<file path="src/rtl/stage_mem_if.sv">
// Data-bus bundle between the MEM stage (master) and the data memory/bus (slave).
interface stage_mem_if;
  logic        dbus_req;
  logic        dbus_we;
  logic [31:0] dbus_addr;
  logic [31:0] dbus_wdata;
  logic [3:0]  dbus_be;
  logic        dbus_ack;
  logic [31:0] dbus_rdata;

  modport master (
    output dbus_req, dbus_we, dbus_addr, dbus_wdata, dbus_be,
    input  dbus_ack, dbus_rdata
  );

  modport slave (
    input  dbus_req, dbus_we, dbus_addr, dbus_wdata, dbus_be,
    output dbus_ack, dbus_rdata
  );
endinterface

</file>
<file path="src/rtl/stage_mem.sv">
// MEM pipeline stage: issues loads/stores on a req/ack data bus and registers writeback.
// Optional MEM_MISALIGN_TRAP_EN: misaligned H/W accesses are flagged instead of issued.
module stage_mem (
  input  logic        clk,
  input  logic        rst,
  input  logic        me_valid,
  input  logic [31:0] me_alu_o,
  input  logic [31:0] me_regs_data2,
  input  logic [2:0]  me_func3_code,
  input  logic        me_mem_read,
  input  logic        me_mem_write,
  input  logic        me_regs_write,
  input  logic [4:0]  me_rd,
  stage_mem_if.master dbus,
  output logic        mem_stall,
  output logic [31:0] w_regs_data,
  output logic [4:0]  w_rd,
  output logic        w_regs_write,
  output logic        w_valid,
  output logic        w_misalign
);

  typedef enum logic {IDLE, BUSY} state_t;
  state_t state, state_nxt;

  logic        mem_op;
  logic        accept;
  logic        misalign;
  logic        is_b, is_h;
  logic [1:0]  off;
  logic [3:0]  be_in;
  logic [31:0] wdata_in;

  logic [31:0] cap_addr;
  logic [31:0] cap_wdata;
  logic [3:0]  cap_be;
  logic [2:0]  cap_f3;
  logic [1:0]  cap_lane;
  logic [4:0]  cap_rd;
  logic        cap_store;
  logic        cap_rw;

  logic [31:0] shifted;
  logic [7:0]  byte_sel;
  logic [15:0] half_sel;
  logic [31:0] load_data;

  assign mem_op = me_valid & (me_mem_read | me_mem_write);

  // func3[1:0] alone decides size: 00 byte, 01 half, anything else word.
  always_comb begin
    is_b     = (me_func3_code[1:0] == 2'b00);
    is_h     = (me_func3_code[1:0] == 2'b01);
    off      = 2'b00;
    be_in    = 4'b1111;
    wdata_in = me_regs_data2;
    if (is_b) begin
      off      = me_alu_o[1:0];
      be_in    = 4'b0001 << off;
      wdata_in = {4{me_regs_data2[7:0]}};
    end else if (is_h) begin
      off      = {me_alu_o[1], 1'b0};
      be_in    = 4'b0011 << off;
      wdata_in = {2{me_regs_data2[15:0]}};
    end
  end

`ifdef MEM_MISALIGN_TRAP_EN
  assign misalign = (is_h & me_alu_o[0]) | (~is_b & ~is_h & (|me_alu_o[1:0]));
`else
  assign misalign = 1'b0;
`endif

  always_ff @(posedge clk) begin
    if (rst) state <= IDLE;
    else     state <= state_nxt;
  end

  always_comb begin
    state_nxt = state;
    mem_stall = 1'b0;
    accept    = 1'b0;
    if (!rst) begin
      case (state)
        IDLE: begin
          if (mem_op && !misalign) begin
            accept    = 1'b1;
            mem_stall = 1'b1;
            state_nxt = BUSY;
          end
        end
        BUSY: begin
          if (dbus.dbus_ack) state_nxt = IDLE;
          else               mem_stall = 1'b1;
        end
        default: state_nxt = IDLE;
      endcase
    end
  end

  always_ff @(posedge clk) begin
    if (rst) begin
      cap_addr  <= '0;
      cap_wdata <= '0;
      cap_be    <= '0;
      cap_f3    <= '0;
      cap_lane  <= '0;
      cap_rd    <= '0;
      cap_store <= 1'b0;
      cap_rw    <= 1'b0;
    end else if (accept) begin
      cap_addr  <= {me_alu_o[31:2], 2'b00};
      cap_wdata <= wdata_in;
      cap_be    <= be_in;
      cap_f3    <= me_func3_code;
      cap_lane  <= off;
      cap_rd    <= me_rd;
      cap_store <= me_mem_write;
      cap_rw    <= me_regs_write;
    end
  end

  assign dbus.dbus_req   = (state == BUSY);
  assign dbus.dbus_we    = (state == BUSY) & cap_store;
  assign dbus.dbus_addr  = cap_addr;
  assign dbus.dbus_wdata = cap_wdata;
  assign dbus.dbus_be    = cap_be;

  always_comb begin
    shifted  = dbus.dbus_rdata >> {cap_lane, 3'b000};
    byte_sel = shifted[7:0];
    half_sel = cap_lane[1] ? dbus.dbus_rdata[31:16] : dbus.dbus_rdata[15:0];
    case (cap_f3)
      3'b000:  load_data = {{24{byte_sel[7]}}, byte_sel};
      3'b001:  load_data = {{16{half_sel[15]}}, half_sel};
      3'b100:  load_data = {24'h000000, byte_sel};
      3'b101:  load_data = {16'h0000, half_sel};
      default: load_data = dbus.dbus_rdata;
    endcase
  end

  // Default each cycle is a bubble; a trapped misaligned op falls into the
  // IDLE pass-through path with regs_write suppressed by mem_op.
  always_ff @(posedge clk) begin
    if (rst) begin
      w_regs_data  <= '0;
      w_rd         <= '0;
      w_regs_write <= 1'b0;
      w_valid      <= 1'b0;
    end else begin
      w_valid      <= 1'b0;
      w_regs_write <= 1'b0;
      if (state == IDLE && !accept) begin
        w_regs_data  <= me_alu_o;
        w_rd         <= me_rd;
        w_valid      <= me_valid;
        w_regs_write <= me_valid & me_regs_write & ~mem_op;
      end else if (state == BUSY && dbus.dbus_ack) begin
        w_regs_data  <= load_data;
        w_rd         <= cap_rd;
        w_valid      <= 1'b1;
        w_regs_write <= cap_rw & ~cap_store;
      end
    end
  end

`ifdef MEM_MISALIGN_TRAP_EN
  always_ff @(posedge clk) begin
    if (rst) w_misalign <= 1'b0;
    else     w_misalign <= (state == IDLE) & mem_op & misalign;
  end
`else
  assign w_misalign = 1'b0;
`endif

endmodule

</file>
<file path="src/flat_wrapper.sv">
// flat-port wrapper written by rule: the top's interface ports become plain ports
module stage_mem_flat 
  (clk, rst, me_valid, me_alu_o, me_regs_data2, me_func3_code, me_mem_read, me_mem_write, me_regs_write, me_rd, mem_stall, w_regs_data, w_rd, w_regs_write, w_valid, w_misalign, dbus_dbus_req, dbus_dbus_we, dbus_dbus_addr, dbus_dbus_wdata, dbus_dbus_be, dbus_dbus_ack, dbus_dbus_rdata);
  stage_mem_if dbus_i ();
  input  logic clk;
  input  logic rst;
  input  logic me_valid;
  input  logic [31:0] me_alu_o;
  input  logic [31:0] me_regs_data2;
  input  logic [2:0] me_func3_code;
  input  logic me_mem_read;
  input  logic me_mem_write;
  input  logic me_regs_write;
  input  logic [4:0] me_rd;
  output logic mem_stall;
  output logic [31:0] w_regs_data;
  output logic [4:0] w_rd;
  output logic w_regs_write;
  output logic w_valid;
  output logic w_misalign;
  output wire logic [$bits(dbus_i.dbus_req)-1:0] dbus_dbus_req;
  output wire logic [$bits(dbus_i.dbus_we)-1:0] dbus_dbus_we;
  output wire logic [$bits(dbus_i.dbus_addr)-1:0] dbus_dbus_addr;
  output wire logic [$bits(dbus_i.dbus_wdata)-1:0] dbus_dbus_wdata;
  output wire logic [$bits(dbus_i.dbus_be)-1:0] dbus_dbus_be;
  input wire logic [$bits(dbus_i.dbus_ack)-1:0] dbus_dbus_ack;
  input wire logic [$bits(dbus_i.dbus_rdata)-1:0] dbus_dbus_rdata;
  assign dbus_dbus_req = dbus_i.dbus_req;
  assign dbus_dbus_we = dbus_i.dbus_we;
  assign dbus_dbus_addr = dbus_i.dbus_addr;
  assign dbus_dbus_wdata = dbus_i.dbus_wdata;
  assign dbus_dbus_be = dbus_i.dbus_be;
  assign dbus_i.dbus_ack = dbus_dbus_ack;
  assign dbus_i.dbus_rdata = dbus_dbus_rdata;
  stage_mem u_core (.clk(clk), .rst(rst), .me_valid(me_valid), .me_alu_o(me_alu_o), .me_regs_data2(me_regs_data2), .me_func3_code(me_func3_code), .me_mem_read(me_mem_read), .me_mem_write(me_mem_write), .me_regs_write(me_regs_write), .me_rd(me_rd), .dbus(dbus_i), .mem_stall(mem_stall), .w_regs_data(w_regs_data), .w_rd(w_rd), .w_regs_write(w_regs_write), .w_valid(w_valid), .w_misalign(w_misalign));
endmodule
</file>
<file path="config.mk">
export PLATFORM = sky130hd
export DESIGN_NAME = stage_mem_flat
export DESIGN_NICKNAME = d
export VERILOG_FILES = /design/src/rtl/stage_mem_if.sv /design/src/rtl/stage_mem.sv /design/src/flat_wrapper.sv
export SDC_FILE = /design/constraint.sdc
export NUM_CORES = 1
export LEC_CHECK = 0
export BUFFER_PORTS_ARGS = -buffer_cell sky130_fd_sc_hd__buf_2
export CAP_MARGIN = 20
export CORE_MARGIN = 5
export CORE_UTILIZATION = 42
export CTS_BUF_LIST = sky130_fd_sc_hd__clkbuf_8
export CTS_CLUSTER_SIZE = 20
export DETAILED_ROUTE_END_ITERATION = 8
export PLACE_DENSITY = 0.71
export SYNTH_ARGS = -nofsm -noshare
export SYNTH_HDL_FRONTEND = slang
export SYNTH_SLANG_ARGS = --single-unit
</file>
<file path="constraint.sdc">
create_clock -name clk -period 2.43 [get_ports clk]
set_input_delay 0.3645 -clock clk [delete_from_list [all_inputs] [get_ports clk]]
set_output_delay 0.3645 -clock clk [all_outputs]
set_load 0.05 [all_outputs]
</file>
# After elaboration in Yosys (flattened, before gate mapping)

Cells that the tools add are included.

Register bits: 118

Bitwise gates (word level): 9
Shifts and indexed selects: 3
Muxes and demuxes: 22
Equality and inequality tests: 4
Reductions and logical operators: 6

Operators by type and width:

| cell                                                               | count |
|---|---|
| 32-bit two-way mux                                                 | 4 |
| 32-bit case mux with 4 select lines                                | 1 |
| 32-bit by 5-bit >> shifter with 8-bit output                       | 1 |
| 16-bit two-way mux                                                 | 1 |
| 5-bit two-way mux                                                  | 2 |
| 1-bit two-way mux                                                  | 9 |
| 4-bit two-way mux                                                  | 2 |
| 3-bit == test (second input constant)                              | 2 |
| 1-bit bitwise AND                                                  | 5 |
| 2-bit two-way mux                                                  | 2 |
| 1-bit by 2-bit left shift with 4-bit output (first input constant) | 1 |
| 2-bit by 2-bit left shift with 4-bit output (first input constant) | 1 |
| 3-bit by 1-bit == test with 1-bit output (second input constant)   | 1 |
| 3-bit zero test                                                    | 1 |
| 1-bit NOT                                                          | 3 |
| 2-bit by 1-bit == test with 1-bit output (second input constant)   | 1 |
| 1-bit logical AND                                                  | 2 |
| 2-bit zero test                                                    | 1 |
| 1-bit case mux with 2 select lines                                 | 1 |
| 2-bit nonzero test                                                 | 1 |
| 1-bit zero test                                                    | 1 |
| 1-bit OR                                                           | 1 |

# Depth between registers and ports, before layout

Depth after elaboration: 8
Gate-level depth with buffers: 6
Depth with buffers taken out: 4

# Worst setup path before layout

OpenSTA, ideal clock, no wires.

Kind: register to output
Start point: register u_core.state, in the netlist u_core.dbus.dbus_req
End point: output mem_stall
Setup slack: -0.079 ns
Required time: 2.066 ns
Cell stages (with the launch flop): 5
Arrival: 2.145 ns
Cell sequence: dfxtp_1 > and2_1 > buf_2 > buf_2 > nor3_1

Cells in the longest elaborated chain, start to end: 3

RTL lines:

| what                                 | line               | text |
|---|---|---|
| start: declaration                   | stage_mem.sv:24    | `state_t state, state_nxt;` |
| start signal: assignment             | stage_mem.sv:76    | `else state <= state_nxt;` |
| 1-bit NOT                            | stage_mem.sv:84    | `case (state)` |
| 1-bit case mux with 2 select lines * | stage_mem.sv:84    |  |
| 1-bit two-way mux *                  | stage_mem.sv:83    | `if (!rst) begin` |
| end: declaration                     | flat_wrapper.sv:15 | `output logic mem_stall;` |

Mark *: on every way between the ends. The rest lies on a longest branch, timed or not.

# Worst setup path in the final report

Ends and elaborated chain as after synthesis.

==> flow_summary_export.csv <==
group,metric,value,unit
setup_path,crit_path_cell_trace,"and2_1, nor3_2, buf_2",
clock_tree,cts_max_level,4,
logic_synthesis,ys_seq_elements,118,
final_layout,fin_nets,959,
global_route,grt_max_degree,66,
setup_path,cp.required,2.07,ns
logic_synthesis,ys_seq_area_share,43.14,%
logic_synthesis,yosysWarnings,0,
sta,finalHoldViolations,0,
job,drv_cap,0,
setup_path,cp_slowest_stage_delay,0.55,ns
final_layout,most-common-layout-cells,"217 x buf_2, 149 x nand2_1, 118 x dfxtp_1",
global_route,antenna_found_initial,2,
die,row_count,41,
sta,fin_skew,0.006951,ns
setup_path,crit_buf_inv,1,
placed_design,place.gp.congestion,0.8921,
global_route,grt_overflow_total,0,
sta,maxSlewViolCount,0,
clock_tree,postCtsSetupBuffers,0,
placed_design,portBuffers,218,
clock_tree,postCtsResizedCells,0,
routing,dr.pass1.iters,4,
die,io_pins,222,
sta,tns,0,ns
setup_path,path_class,"register to output pin",
sta,max_freq,478.7,MHz
clock_tree,cts_tree,"yes",
setup_path,endpoint_kind,"output pin",
placed_design,dp_hpwl,12920,um
min_path,hold_class,"input pin to register",
clock_tree,cts_buffers,17,
power_and_ir_drop,leakagePower,0.003126,uW
routing,num_vias,5495,
setup_path,critical_path.slowest_cell,"dfxtp_1",
die,fp.dieArea,15420,um2
final_layout,fill_cells,1283,
setup_path,cpLargestDelayFamily,"flip-flops",
power_and_ir_drop,p_per_area,726.0,nW/um2
sta,worst_pin_slew,0.9096,ns
final_layout,area_delta_synth_final,27.06,%
logic_synthesis,synthesis.area_per_instance,8.321,um2
placed_design,placed_area,6624,um2
die,core-area,12720,um2
die,die_w,124.2,um
sta,rsz0062_at_grt,"false",
routing,viasPerCell,5.304,
setup_path,critPathMaxFanout,11,
clock_tree,clockBufferDepth,2,
sta,relSlewSlack,39.20,%
routing,wl,17720,um
logic_synthesis,synth_cell_types,44,
global_route,grt_pass1_wl,26930,um
final_layout,layout-drive-gt1-share,33.80,%
routing,post_drt_wl_per_cell,17.11,um
logic_synthesis,synth_edf_count,0,
die,die_h,124.2,um
sta,whs,0.1771,ns
routing,ant_nets,0,
run_status,status,"complete, no violations",
setup_path,arrival,1.72,ns
clock_tree,cts_sinks,118,
sta,setup_viol,0,
clock_tree,clockRootBuffer,"clkbuf_8",
logic_synthesis,syn_inst,658,
die,initial_core_util,43.04,%
clock_tree,clk-insertion-delay-late,0.43,ns
clock_tree,cts.reportedPaths.clkPinSlew,0.07,ns
logic_synthesis,netlist_area,5475,um2
sta,min_period,2.089,ns
routing,remaining_drc_errors,0,
power_and_ir_drop,vdd_drop_max,0.3918,mV
sta,fin_crit_sh,85.97,%
clock_tree,ctsHoldBuffers,0,
power_and_ir_drop,p_total,5051,uW
global_route,grt_pass1_vias,5262,
final_layout,layout_commonest_cell,"buf_2",
logic_synthesis,ys_async_sr_fraction,0,%
global_route,grtUsageTotal,22.70,%
routing,drt_iter0_drc,405,
setup_path,worst_setup_path_start_kind,"register",
final_layout,postLayoutCellArea,6957,um2
logic_synthesis,synth-main-ff-cell,"dfxtp_1",
state kept, by name, indices dropped and copies added (netlist names), 2 cells and up:
register and flops:
u_core.cap_lane 2, u_core.w_rd 5, u_core.cap_f3 3, u_core.dbus.dbus_wdata 32, u_core.dbus.dbus_addr 30, u_core.dbus.dbus_be 4
u_core.cap_rd 5, u_core.w_regs_data 32
metrics by stage:
| stage | setup slack, ns | util [%] | std cells |
|---|---|---|---|
| after global routing | 0.1790 | 54.66 | 1035 |
| after floorplan | 0.3698 | - | 660 |
| after CTS | 0.2695 | 54.62 | 1033 |
| after global placement | 0.5386 | 52.07 | 1001 |
| final | 0.3409 | 54.68 | 1036 |
| after detailed placement | 0.4903 | 52.07 | 1001 |
cells by family (layout without fill, tap and decap cells):
group	Yosys count	after routing	synth area share, %
DFF	118	118	43.14
other	1	6	0.06849
AOI/OAI and AO/OA	178	178	22.72
buffers and inverters	67	268	5.919
and+or+nand+nor	250	250	19.52
muxes	44	44	8.638
synthesized netlist by cell type, types with 2 or more instances:
cell / n / area share, %
nor2b_1: 2 / 0.23
dfxtp_1: 118 / 43
nand2_1: 149 / 10
or3_1: 8 / 0.91
buf_2: 25 / 2.3
and2b_1: 2 / 0.27
mux2i_1: 33 / 6.0
a31oi_1: 7 / 0.80
a22oi_2: 8 / 1.8
nand2b_1: 2 / 0.23
and2_1: 19 / 2.2
nand3_1: 13 / 1.2
a211oi_2: 2 / 0.46
o32ai_1: 13 / 2.1
buf_4: 5 / 0.69
mux2_4: 2 / 0.55
nor2_1: 39 / 2.7
a311oi_1: 17 / 2.7
a2111oi_2: 6 / 1.6
inv_1: 4 / 0.27
a22oi_1: 6 / 0.82
o21ai_0: 18 / 1.6
o22ai_1: 11 / 1.3
a211oi_1: 8 / 1.1
nor3_1: 12 / 1.1
mux2_2: 7 / 1.4
a21oi_1: 73 / 6.7
buf_6: 3 / 0.62
o221ai_1: 3 / 0.48
buf_1: 3 / 0.21
clkbuf_1: 27 / 1.9
worst reg2reg max path, stage by stage (launching register included):
cell and delay, ns:
dfxtp_1 0.51, mux2_1 0.38, mux2_4 0.36, a21oi_4 0.32, a2111oi_2 0.12
layout make-up:
type | count | area, um2 | share of cell area (%)
Sequential cell | 118 | 2362 | 33.96
Timing Repair Buffer | 232 | 1211 | 17.41
Clock inverter | 12 | 50.05 | 0.7194
Clock buffer | 20 | 275.3 | 3.957
Inverter | 4 | 15.01 | 0.2158
Tap cell | 172 | 215.2 | 3.094
Antenna cell | 3 | 7.507 | 0.1079
Multi-Input combinational cell | 475 | 2820 | 40.54
per-layer routing:
metal	vias up	share of wire, %	GRT usage [%]
met5	-	0	0
met4	0	2.7	10.95
met3	40	11	8.084
met2	240	46	35.98
met1	2517	41	27.38
li1	2698	-	-
path summary, 6_finish.rpt:
check	startpoint	end	slack, ns	depth (start not counted)
setup reg to reg	u_core.cap_lane[1]$_SDFFE_PP0P_	u_core.w_regs_data[29]$_SDFFE_PP0P_	0.60	4
setup / recovery	u_core.dbus.dbus_req$_DFF_P_	mem_stall	0.34	3
hold reg to reg	u_core.dbus.dbus_addr[5]$_SDFFE_PP0P_	u_core.dbus.dbus_addr[5]$_SDFFE_PP0P_	0.45	2
hold / removal	me_rd[3]	u_core.cap_rd[3]$_SDFFE_PP0P_	0.18	3
report_power, final:
group	internal, uW	switching, uW	total, uW
Sequential	2080	82.4	2170
Combinational	400	992	1390
Clock	748	743	1490
Total	3230	1820	5050
(Power assumes the default switching activity.)
